--- src/rtl/bcd_arbiter_pkg.sv ---
// Shared types and constants for the round-robin BCD conversion arbiter.
// Optional build macro: BCD_ARB_OVF_CLAMP_EN (clamp out-of-range values).
package bcd_arbiter_pkg;

    typedef enum logic [1:0] {
        ST_IDLE,
        ST_LOAD,
        ST_SHIFT,
        ST_DONE
    } state_t;

    localparam int          SHIFT_CYCLES = 20;
    localparam int          BCD_DIGITS   = 6;
    localparam logic [19:0] MAX_VAL      = 20'd999999;

    // Add 3 to every digit above 4 before the next left shift.
    function automatic logic [23:0] add3_digits(input logic [23:0] d);
        logic [23:0] r;
        r = d;
        for (int i = 0; i < BCD_DIGITS; i++) begin
            if (d[4*i +: 4] > 4'd4)
                r[4*i +: 4] = d[4*i +: 4] + 4'd3;
        end
        return r;
    endfunction

endpackage

--- src/rtl/bcd_dabble_core.sv ---
// Double-dabble datapath: 20-bit binary shifted into six BCD digits.
// Sequencing (load / 20 shift strobes) is owned by the caller.
module bcd_dabble_core
    import bcd_arbiter_pkg::*;
(
    input  logic        sys_clk,
    input  logic        sys_rst,
    input  logic        load,
    input  logic        shift_en,
    input  logic [19:0] bin,
    output logic [23:0] bcd
);

    logic [19:0] sh_q;
    logic [23:0] dig_q;
    logic [23:0] adj;

    assign adj = add3_digits(dig_q);
    assign bcd = dig_q;

    // Bits carried out of the top digit are dropped, giving value mod 10^6.
    always_ff @(posedge sys_clk or posedge sys_rst) begin
        if (sys_rst) begin
            dig_q <= '0;
            sh_q  <= '0;
        end else if (load) begin
            dig_q <= '0;
            sh_q  <= bin;
        end else if (shift_en) begin
            {dig_q, sh_q} <= {adj, sh_q} << 1;
        end
    end

endmodule

--- src/rtl/bcd_arbiter.sv ---
// Round-robin arbiter feeding one shared binary-to-BCD converter.
// Optional build macro: BCD_ARB_OVF_CLAMP_EN (clamp values above 999999).
module bcd_arbiter
    import bcd_arbiter_pkg::*;
#(
    parameter int N_REQ = 4,
    localparam int GW   = (N_REQ > 1) ? $clog2(N_REQ) : 1
) (
    input  logic                sys_clk,
    input  logic                sys_rst,
    input  logic [N_REQ-1:0]    req,
    input  logic [N_REQ*20-1:0] data,
    output logic [N_REQ-1:0]    ack,
    output logic [23:0]         bcd_out,
    output logic [GW-1:0]       grant_idx,
    output logic                busy,
    output logic                ovf
);

    state_t      state_q, state_d;
    logic [4:0]  cnt_q;
    logic [GW-1:0] last_q, cur_q, grant_q, win_idx;
    logic        win_found;
    logic [19:0] sel_data, load_val, val_q;
    logic        sel_ovf, ovf_cur_q, ovf_q;
    logic [23:0] bcd_q, core_bcd;

    // Search starts one past the last grant.
    always_comb begin
        win_found = 1'b0;
        win_idx   = last_q;
        for (int k = 1; k <= N_REQ; k++) begin
            if (!win_found && req[(int'(last_q) + k) % N_REQ]) begin
                win_found = 1'b1;
                win_idx   = GW'((int'(last_q) + k) % N_REQ);
            end
        end
    end

    assign sel_data = data[int'(win_idx)*20 +: 20];
    assign sel_ovf  = sel_data > MAX_VAL;

`ifdef BCD_ARB_OVF_CLAMP_EN
    assign load_val = sel_ovf ? MAX_VAL : sel_data;
`else
    assign load_val = sel_data;
`endif

    always_ff @(posedge sys_clk or posedge sys_rst) begin
        if (sys_rst) state_q <= ST_IDLE;
        else         state_q <= state_d;
    end

    always_comb begin
        state_d = state_q;
        unique case (state_q)
            ST_IDLE:  if (win_found) state_d = ST_LOAD;
            ST_LOAD:  state_d = ST_SHIFT;
            ST_SHIFT: if (cnt_q == 5'(SHIFT_CYCLES - 1)) state_d = ST_DONE;
            ST_DONE:  state_d = ST_IDLE;
            default:  state_d = ST_IDLE;
        endcase
    end

    always_comb begin
        busy = (state_q != ST_IDLE);
        for (int i = 0; i < N_REQ; i++)
            ack[i] = (state_q == ST_DONE) && (cur_q == GW'(i));
        bcd_out   = (state_q == ST_DONE) ? core_bcd  : bcd_q;
        grant_idx = (state_q == ST_DONE) ? cur_q     : grant_q;
        ovf       = (state_q == ST_DONE) ? ovf_cur_q : ovf_q;
    end

    always_ff @(posedge sys_clk or posedge sys_rst) begin
        if (sys_rst) begin
            cnt_q     <= '0;
            last_q    <= GW'(N_REQ - 1);
            cur_q     <= '0;
            val_q     <= '0;
            ovf_cur_q <= 1'b0;
            bcd_q     <= '0;
            grant_q   <= '0;
            ovf_q     <= 1'b0;
        end else begin
            if (state_q == ST_IDLE && win_found) begin
                cur_q     <= win_idx;
                last_q    <= win_idx;
                val_q     <= load_val;
                ovf_cur_q <= sel_ovf;
            end
            if (state_q == ST_LOAD)
                cnt_q <= '0;
            else if (state_q == ST_SHIFT)
                cnt_q <= cnt_q + 5'd1;
            // Results are published here and held until the next DONE.
            if (state_q == ST_DONE) begin
                bcd_q   <= core_bcd;
                grant_q <= cur_q;
                ovf_q   <= ovf_cur_q;
            end
        end
    end

    bcd_dabble_core u_core (
        .sys_clk  (sys_clk),
        .sys_rst  (sys_rst),
        .load     (state_q == ST_LOAD),
        .shift_en (state_q == ST_SHIFT),
        .bin      (val_q),
        .bcd      (core_bcd)
    );

endmodule

--- config.mk ---
export PLATFORM = sky130hd
export DESIGN_NAME = bcd_arbiter
export DESIGN_NICKNAME = d
export VERILOG_FILES = /design/src/rtl/bcd_arbiter_pkg.sv /design/src/rtl/bcd_dabble_core.sv /design/src/rtl/bcd_arbiter.sv
export SDC_FILE = /design/constraint.sdc
export NUM_CORES = 1
export LEC_CHECK = 0
export CORE_UTILIZATION = 46
export CTS_BUF_LIST = sky130_fd_sc_hd__clkbuf_16
export DETAILED_ROUTE_END_ITERATION = 12
export GPL_TIMING_DRIVEN = 0
export PLACE_DENSITY = 0.82
export SLEW_MARGIN = 20
export SYNTH_ARGS = -nofsm -noshare
export SYNTH_HDL_FRONTEND = slang
export SYNTH_SLANG_ARGS = --single-unit
--- constraint.sdc ---
create_clock -name sys_clk -period 3.65 [get_ports sys_clk]
set_clock_uncertainty 0.2 [all_clocks]
set_input_delay 0.73 -clock sys_clk [delete_from_list [all_inputs] [get_ports sys_clk]]
set_output_delay 0.73 -clock sys_clk [all_outputs]
set_load 0.03 [all_outputs]
==> impl_metrics.ini <==
[place]
place.gp.congestion = 0.8058
post-place-ws_ns = 0.3249
dp_hpwl_um = 9301
place_area_sq_um = 6709
io_buffers = 117

[synth]
synth_ff_type = dfrtp_1
avgSynthCellArea_sq_um = 10.00
async_flop_share_pct = 100.0
synth-edff-count = 0
synth_top_family_by_area = compound AO/OA/AOI/OAI gates
synth-compound-area-share_pct = 16.22
synth_seq_cells = 103
yosysSeqAreaShare_pct = 48.40
synthesis.area_sq_um = 5330
synthXorXnorAreaFrac_pct = 0.9859
synth_warnings = 0
synth-adder-area-share_pct = 2.582
synth_simple_gate_area_share_pct = 9.930
ys_types = 44
netlist_instances = 533
synthMuxAreaShare_pct = 15.82
syn_nets = 630

[sta]
tightestPinTransition_ns = 0.6786
timing.hold.ws_ns = 0.2792
rsz0062_at_grt = false
hold_viol = 0
setup_violations = 0
relSlewSlack_pct = 54.69
layout_setup_ws_ns = 0.1580
finalMaxSlewViolations = 0
max_freq_ghz = 0.2864
period_needed_ns = 3.492
finalCritPeriodShare_pct = 95.67
fin_tns_setup_ns = 0

[floorplanning]
die_h_um = 109.6
die_w_um = 109.6
start_util_pct = 48.11
io_pins = 118
coreArea_sq_um = 11080
placementRows = 38
die-area_sq_um = 12020

[final_layout]
final_cell_mix = clkdlybuf4s50_1, dfrtp_1, a21oi_1
multi_input_area_sq_um = 2427
fill_cells = 859
antennaDiodeCount = 0
final_nets = 759
regArea_sq_um = 2580
area_growth_pct = 30.96
design_area_sq_um = 6980
drive_gt1_share_pct = 9.895
layout_commonest_cell = clkdlybuf4s50_1

[clock_network]
clock_path_buffers = 2
post_cts_buffers = 0
clkLatencyLatePin_ns = 0.34
cts.repair.resized = 0
numCtsBuffers = 9
htreeDepth = 3
cts_tree = built
cts-root-buf = clkbuf_16
cts.sinks = 103
clkTransAtPathRegs_ns = 0.07
hold_buffers = 0

[run_status]
status = finished, final reports clean

[grt]
grt-ovfl-total = 0
grt_pass1_vias = 4309
grt_first_pass_wirelength_um = 19890
antenna_found_initial = 0
grt_max_degree = 64
grt_usage_pct = 21.20

[routing]
vias = 4374
wl_per_cell_um = 15.14
drc = 0
viasPerCell = 5.420
routed_wl_um = 12220
ant_nets = 0
drtIter0Drc = 187
dr.pass1.iters = 4

[pwr]
irDropWorstVdd_mv = 0.5915
finalPower_w = 0.006260
power.leakage_nw = 3.122
powerDensity_nw_per_um2 = 896.9

[setup_path]
crit_path_end_kind = primary output
crit_arrival_ns = 2.56
critPathKind = reg -> out
worstPathRequired_ns = 2.72
start_kind = flop
crit_path_max_fanout = 10

[hold_path]
min_path_type = reg -> reg

[flow_run]
drv_cap = 0
==> registers in the layout, summed over array words and instances (netlist names) <==
signal,flops
u_core.sh_q,20
cur_q,2
val_q,20
u_core.bcd,24
cnt_q,5
grant_q,2
state_q,2
bcd_q,24
ovf_cur_q,1
ovf_q,1
last_q,2
==> final cells by class <==
cell class / count / area share [%]
plain buffers: 33 / 2.097
clock inverters: 7 / 0.6632
well taps: 140 / 2.509
flip-flops and latches: 103 / 36.96
multi-input cells: 350 / 34.77
clock buffers: 9 / 3.226
inverters: 47 / 2.599
repair buffers: 118 / 17.17
==> worst paths after layout <==
check / from / depth (start not counted) / endpoint / slack [ns]
setup / recovery: state_q[0] / 4 / bcd_out[23] / 0.16
hold / removal: cnt_q[4] / 1 / cnt_q[4] / 0.28
setup reg to reg: last_q[1] / 8 / ovf_cur_q / 1.13
hold reg to reg: cnt_q[4] / 1 / cnt_q[4] / 0.28
max in group asynchronous: sys_rst / 3 / u_core.bcd[8] / 2.07
min in group asynchronous: sys_rst / 2 / grant_q[1] / 0.56
==> metal layers <==
layer  GRT usage (%)  part of all wire [%]  up-vias
met3           3.912                   4.8       26
met1           25.48                    44     2058
met2           37.24                    49      157
li1                -                     -     2133
met5               0                     0        -
met4           8.857                   2.3        0
==> logic make-up (layout without fill, tap and decap cells) <==
| group | after synthesis | in the layout |
|---|---|---|
| compound gates | 137 | 137 |
| simple gates | 117 | 117 |
| flops | 103 | 103 |
| buf+inv | 80 | 214 |
| mux | 79 | 79 |
| fa+ha+maj | 11 | 11 |
| xor+xnor | 6 | 6 |
==> power breakdown <==
part | switching [W] | internal (W) | leakage [nW] | total, W
Sequential | 0.000324 | 0.00166 | 1.30 | 0.00198
Clock | 0.000418 | 0.000463 | 0.131 | 0.000881
Combinational | 0.00200 | 0.00140 | 1.69 | 0.00340
Total | 0.00274 | 0.00352 | 3.12 | 0.00626
==> synth_stat cells (all sizes together), types with 6 or more instances <==
library cell,number,area share (%)
ha,11,2.6
nor2,35,2.5
o21ai,23,2.2
a21oi,47,4.4
xnor2,6,0.99
dfrtp,101,47
clkbuf,22,1.5
buf,11,1.2
o31ai,9,1.3
mux2,32,6.8
o22ai,20,2.3
o2bb2ai,6,0.99
nor3,11,1.0
nand2,45,3.2
inv,47,3.3
mux2i,46,8.6
a31oi,12,1.4
==> worst max-delay path: stages, from the launching register on <==
cell             delay (ns)
dfrtp_1                0.40
ha_1                   0.29
buf_1                  0.50
mux2_2                 0.44
clkdlybuf4s50_1        0.60
==> through the flow <==
stage / utilization, % / cells
floorplan: - / 533
global placement: 60.27 / 790
detailed placement: 60.56 / 791
CTS: 63.01 / 807
global route: 63.01 / 807
finish: 63.01 / 807
(Power assumes the default switching activity.)
